File: config.mk
export PLATFORM = sky130hd
export DESIGN_NAME = seq_mac_accumulator
export DESIGN_NICKNAME = d
export VERILOG_FILES = /design/src/rtl/seq_mac_accumulator.sv
export SDC_FILE = /design/constraint.sdc
export NUM_CORES = 1
export LEC_CHECK = 0
export ABC_AREA = 1
export CAP_MARGIN = 20
export CORE_ASPECT_RATIO = 0.5
export CORE_UTILIZATION = 55
export CTS_CLUSTER_DIAMETER = 100
export CTS_CLUSTER_SIZE = 30
export DETAILED_ROUTE_END_ITERATION = 10
export PLACE_DENSITY = 0.85
export SETUP_SLACK_MARGIN = 0.4
export SLEW_MARGIN = 20
export SYNTH_ARGS = -nofsm -noshare
export SYNTH_HDL_FRONTEND = slang
export SYNTH_SLANG_ARGS = --single-unit
File: constraint.sdc
create_clock -name clk -period 2.6 [get_ports clk]
set_input_delay 0.39 -clock clk [delete_from_list [all_inputs] [get_ports clk]]
set_output_delay 0.39 -clock clk [all_outputs]
set_load 0.03 [all_outputs]
File: src/rtl/seq_mac_accumulator.sv
// Iterative shift-and-add multiply-accumulate stage: one operand pair per WIDTH+2 cycles,
// product added into a wrapping accumulator with a sticky carry-out flag.
module seq_mac_accumulator #(
  parameter int WIDTH = 4,
  parameter int ACC_W = 12
) (
  input  logic             clk,
  input  logic             resetn,
  input  logic             in_valid,
  output logic             in_ready,
  input  logic [WIDTH-1:0] a,
  input  logic [WIDTH-1:0] b,
  input  logic             acc_clr,
  output logic             out_valid,
  output logic [ACC_W-1:0] acc,
  output logic             ovf,
  output logic             busy
);

  localparam int PW    = 2 * WIDTH;
  localparam int CNT_W = $clog2(WIDTH);

  typedef enum logic [1:0] {
    IDLE,
    MUL,
    ACC
  } state_t;

  state_t           state;
  state_t           state_nxt;
  logic [PW-1:0]    mc;
  logic [PW-1:0]    prod;
  logic [WIDTH-1:0] mb;
  logic [CNT_W-1:0] cnt;
  logic             clr_q;
  logic             last_iter;
  logic [ACC_W:0]   sum;

  assign last_iter = (cnt == CNT_W'(WIDTH - 1));

  // Extra top bit of sum captures the carry out of the accumulator.
  assign sum = (clr_q ? '0 : {1'b0, acc}) + (ACC_W + 1)'(prod);

  // NOTE: every output of this block gets a default first so no latch is inferred.
  always_comb begin
    state_nxt = state;
    in_ready  = 1'b0;
    busy      = 1'b1;
    case (state)
      IDLE: begin
        in_ready = 1'b1;
        busy     = 1'b0;
        if (in_valid) state_nxt = MUL;
      end
      MUL: begin
        if (last_iter) state_nxt = ACC;
      end
      ACC: begin
        state_nxt = IDLE;
      end
      default: begin
        state_nxt = IDLE;
      end
    endcase
  end

  // NOTE: sequential state uses non-blocking assignments so all registers update together.
  always_ff @(posedge clk) begin
    if (!resetn) begin
      // NOTE: every register is cleared; an in-flight product is simply discarded.
      state     <= IDLE;
      mc        <= '0;
      prod      <= '0;
      mb        <= '0;
      cnt       <= '0;
      clr_q     <= 1'b0;
      acc       <= '0;
      ovf       <= 1'b0;
      out_valid <= 1'b0;
    end else begin
      state     <= state_nxt;
      out_valid <= 1'b0;
      case (state)
        IDLE: begin
          if (in_valid) begin
            mc    <= {{WIDTH{1'b0}}, a};
            mb    <= b;
            prod  <= '0;
            cnt   <= '0;
            clr_q <= acc_clr;
          end
        end
        MUL: begin
          if (mb[0]) prod <= prod + mc;
          mc  <= mc << 1;
          mb  <= mb >> 1;
          cnt <= cnt + CNT_W'(1);
        end
        ACC: begin
          acc       <= sum[ACC_W-1:0];
          ovf       <= (clr_q ? 1'b0 : ovf) | sum[ACC_W];
          out_valid <= 1'b1;
        end
        default: ;
      endcase
    end
  end

endmodule

# After elaboration in Yosys (flattened, before gate mapping)
# Cells that the tools add are included.
# W data, S select, Z words.
dict set report totals {
  register_bits 39
  output_inout_bits 16
}
dict set report classes {
  n_addsub 3
  n_eq_ne 6
  mux 17
  bitwise 1
  reduce_logical 6
}
# cell n
set ops {}
lappend ops {{$pmux W8 S2} 2}
lappend ops {{$mux W8} 3}
lappend ops {{$add A12 B8 Y13} 1}
lappend ops {{$mux W12} 1}
lappend ops {{$add A8 B8 Y8} 1}
lappend ops {{$pmux W2 S2} 2}
lappend ops {{$pmux W4 S2} 1}
lappend ops {{$mux W2} 3}
lappend ops {{$ne A2 B2 Y1 const B} 3}
lappend ops {{$reduce_and A2 Y1} 3}
lappend ops {{$eq A2 B2 Y1 const B} 2}
lappend ops {{$mux W1} 4}
lappend ops {{$mux W4} 1}
lappend ops {{$reduce_and A3 Y1} 1}
lappend ops {{$add A2 B1 Y2 const B} 1}
lappend ops {{$eq A2 B1 Y1 const B} 1}
lappend ops {{$logic_not A2 Y1} 1}
lappend ops {{$reduce_bool A2 Y1} 1}
lappend ops {{$or A1 B1 Y1} 1}

# Logic depth before layout (Yosys ltp)
dict set report depth {
  ltp_word 3
  depth_mapped 12
  ltp_nobuf 12
}

# Worst setup path after synthesis
# No wires, ideal clock.
dict set report synth_path {
  kind {reg-to-reg}
  from {register clr_q}
  to {register acc[8]}
  setup_time_ns 0.117
  t_arrival_ns 1.651
  t_required_ns 2.483
  setup_slack_ns 0.831
  stages_incl_launch_ff 11
  n_path_buf 1
  period_less_slack_ns 1.769
  path_cell_list {dfxtp_1 -> buf_2 -> nor2_1 -> ha_1 -> fa_1 -> nand3_1 -> nand2_1 -> nand3_1 -> nand2_1 -> a21boi_0 -> nor2_1}
}
dict set report synth_via {
  elab_chain_cells 2
}
# item line
set synth_lines {}
lappend synth_lines {{start: declaration} 35} ;# logic clr_q;
lappend synth_lines {{start signal: assignment} 90} ;# clr_q <= acc_clr;
lappend synth_lines {{$mux W12} 42} ;# assign sum = (clr_q ? '0 : {1'b0, acc}) + (ACC_W + 1)'(prod);
lappend synth_lines {{$add A12 B8 Y13} 42}
lappend synth_lines {{end signal: assignment} 100} ;# acc <= sum[ACC_W-1:0];
lappend synth_lines {{end: declaration} 15} ;# output logic [ACC_W-1:0] acc,
# No other way between the ends.
# A chain may end at the register's enable or synchronous reset.

# Worst setup path in the final report
# Same ends and word-level chain as after synthesis.

==> metrics <==
status completed; Die H 47.6 µm; hold path start mb[3]; Max Cap Violations 0; leakage power 1.24 nW; Area Growth Syn to Fin 16.9%; CP Launch Type register; RSZ-0062 raised after global routing false; CP required ~2.8 ns; crit path buf inv count 0; Gate Count Post-Synth 333; H-tree depth 2; dpl cells just over 400; Die ar. 4430 µm²; DRT iter0 DRCs 90; Post-Place Setup Slack just under 0.6 ns; Vias ~2200; Mapped Area about 2300 µm²; # nets final slightly below 400; clk buf depth 2; critical path endpoint category register; antenna violations before repair 0; Final min period slightly above 2 ns; DP HPWL approximately 3.8 mm; fraction of registers with async set/reset 0%; DRT antenna net count 0; postcts setup bufs 0; # rows 16; final worst slack around 0.55 ns; initial core utilization 57.9%; final design utilization around two thirds; Worst Skew between 0.007 and 0.008 ns; dominant synthesized flop cell dfxtp_1; average routed wire per standard cell about 12 µm; Core Region slightly below 4000 µm²; CTS root buf clkbuf_8; gpl congestion 0.928; worst hold endpoint mb[3]; DRC 0; Arrival @ worst endpoint between 2 and 2.5 ns; critical path class reg -> reg; Post-Syn Nets 363; synth unique cells 31; slew margin rel. 67.3%; fin cells between 400 and 500; final wirelength roughly 5 mm; DR pass1 iterations 6; Critical R2R Capture acc[8]; VDD IR max 0.210 mV; Setup TNS 0 ns; number of global-route vias before repair 1848; Final Hold Viols 0; hold_buf cts 0; R2R depth 9; Worst R2R Setup Slack 0.55 ns; Final Cycle Share between 70% and 80%; antenna fix cells 0; register area share after synthesis 34.2%; top cell type's share of synthesized area about 34%; Crit-path slowest cell dfxtp_1; total gr overflow 0; GRT Total Usage 23.7%; Clk Latency, worst-skew pair 0.30 ns; I/O pin total 28; PwrDens roughly 440 nW/µm²; Final Slew Violations 0; clock sinks 39; Worst Tran Pin Value approximately 0.49 ns; Post-DP Area approximately 2600 µm²; Hold Crit Class reg -> reg; largest net degree at the start of global routing 16; first-pass GRT wire length ~7.9 mm; CTS tree done; cts bufs inserted 5; Post-synth EDFFs 0; Max stage delay on crit path around 0.56 ns; #FFs+latches synth 39; # fillers between 300 and 400; CTS clk-pin slew, worst paths ~0.08 ns; reg-to-reg startpoint clr_q; routed vias/inst about 5.3; fraction of layout cells with a size suffix above 1 ~5%; cell family with most CP delay adder cells; fin area around 2700 µm²; Critical Path Fanout Max 11; die width 93.2 µm; Yosys warning count 0; top cells by area, synth dfxtp_1 34%, nand2_1 15%, ha_1 8.8%, a21oi_1 8.5%, inv_1 7.1%; depth of the worst hold-timing path 2; Port Buffers 27; Yosys top cell by area dfxtp_1; syn avg cell area slightly below 7 µm²; crit-path cells nor2_1 > ha_1 > fa_1 > nand3_1 > nand2_1 > nand3_1 > nand2_1 > a21boi_0 > nor2_1; Resized Gates After CTS 0; Setup-failing EPs final 0; FMAX ~0.5 GHz
==> worst reg2reg max path, stage by stage, from the launching register on <==
cell	delay (ns)
dfxtp_1	0.56
nor2_1	0.10
ha_1	0.24
fa_1	0.42
nand3_1	0.09
nand2_1	0.09
nand3_1	0.08
nand2_1	0.11
a21boi_0	0.18
nor2_1	0.07
==> cell families after synthesis <==
group | synth area share, %
adders and majority gates | 10.5
xor gates and xnor gates | 1.53
AOI/OAI and AO/OA | 15.4
DFF | 34.2
and+or+nand+nor | 28.5
buffers and inverters | 9.86
==> per-layer routing <==
layer	wire length [µm]	vias to the layer above	GRT usage, %	part of all wire, %
met1	2390	981	28.4	48
met2	2340	66	42.2	47
met4	74	0	11.1	1.5
met3	223	10	6.03	4.4
met5	0	-	0	0
li1	-	1137	-	-
==> worst max-delay path by stage <==
stage	startpoint	end	slack, ns	cells past startpoint
finish	clr_q	acc[8]	0.55	9
global route	clr_q	acc[8]	0.47	9
CTS	clr_q	acc[8]	0.58	9
detailed placement	clr_q	acc[8]	0.58	9
global placement	clr_q	acc[8]	0.67	9
floorplan	clr_q	acc[8]	0.83	10
==> synthesized netlist by cell type, drive strengths merged, types with 5 or more instances <==
| cell | number |
|---|---|
| buf | 7 |
| o21ai | 15 |
| nand2 | 91 |
| nor2 | 27 |
| inv | 45 |
| a21oi | 39 |
| ha | 16 |
| dfxtp | 39 |
| a31oi | 5 |
| nand3 | 26 |
==> final cells by class <==
cell class                      instances  area, µm²  area share, %
Multi-Input combinational cell        240       1280           47.9
Sequential cell                        39        781           29.2
Timing Repair Buffer                   30        293           11.0
Inverter                               45        169           6.33
Clock buffer                            7       76.3           2.86
Tap cell                               54       67.6           2.53
Clock inverter                          1       5.00          0.187
==> state kept, by name, indices dropped and copies added (netlist names) <==
register / flops
ovf: 1
acc: 12
out_valid: 1
state: 2
prod: 8
mc: 8
mb: 4
cnt: 2
clr_q: 1
==> cell usage in the layout (no fill, tap or decap), drive strengths merged <==
master,n
o21a,2
o21ai,15
nand4,2
or2,1
nor2,27
nand2,91
and3,2
a21boi,1
a21o,2
xor2,2
a31oi,5
ha,16
fa,2
xnor2,2
inv,45
dfxtp,39
nand3b,2
buf,3
a21oi,39
a211oi,1
clkinv,1
nor3,2
clkdlybuf4s50,27
clkbuf,7
nand3,26
==> stage by stage <==
stage | power [mW] | hold slack [ns]
after global routing | 1.23 | 0.490
after CTS | 1.18 | 0.468
final | 1.18 | 0.472
after detailed placement | 0.784 | 0.458
after floorplan | 0.745 | 0.429
after global placement | 0.779 | 0.439
==> report_power, final <==
group / switching (mW) / internal (mW)
Combinational: 0.0819 / 0.0538
Sequential: 0.0194 / 0.617
Clock: 0.217 / 0.189
(Power assumes the default switching activity.)
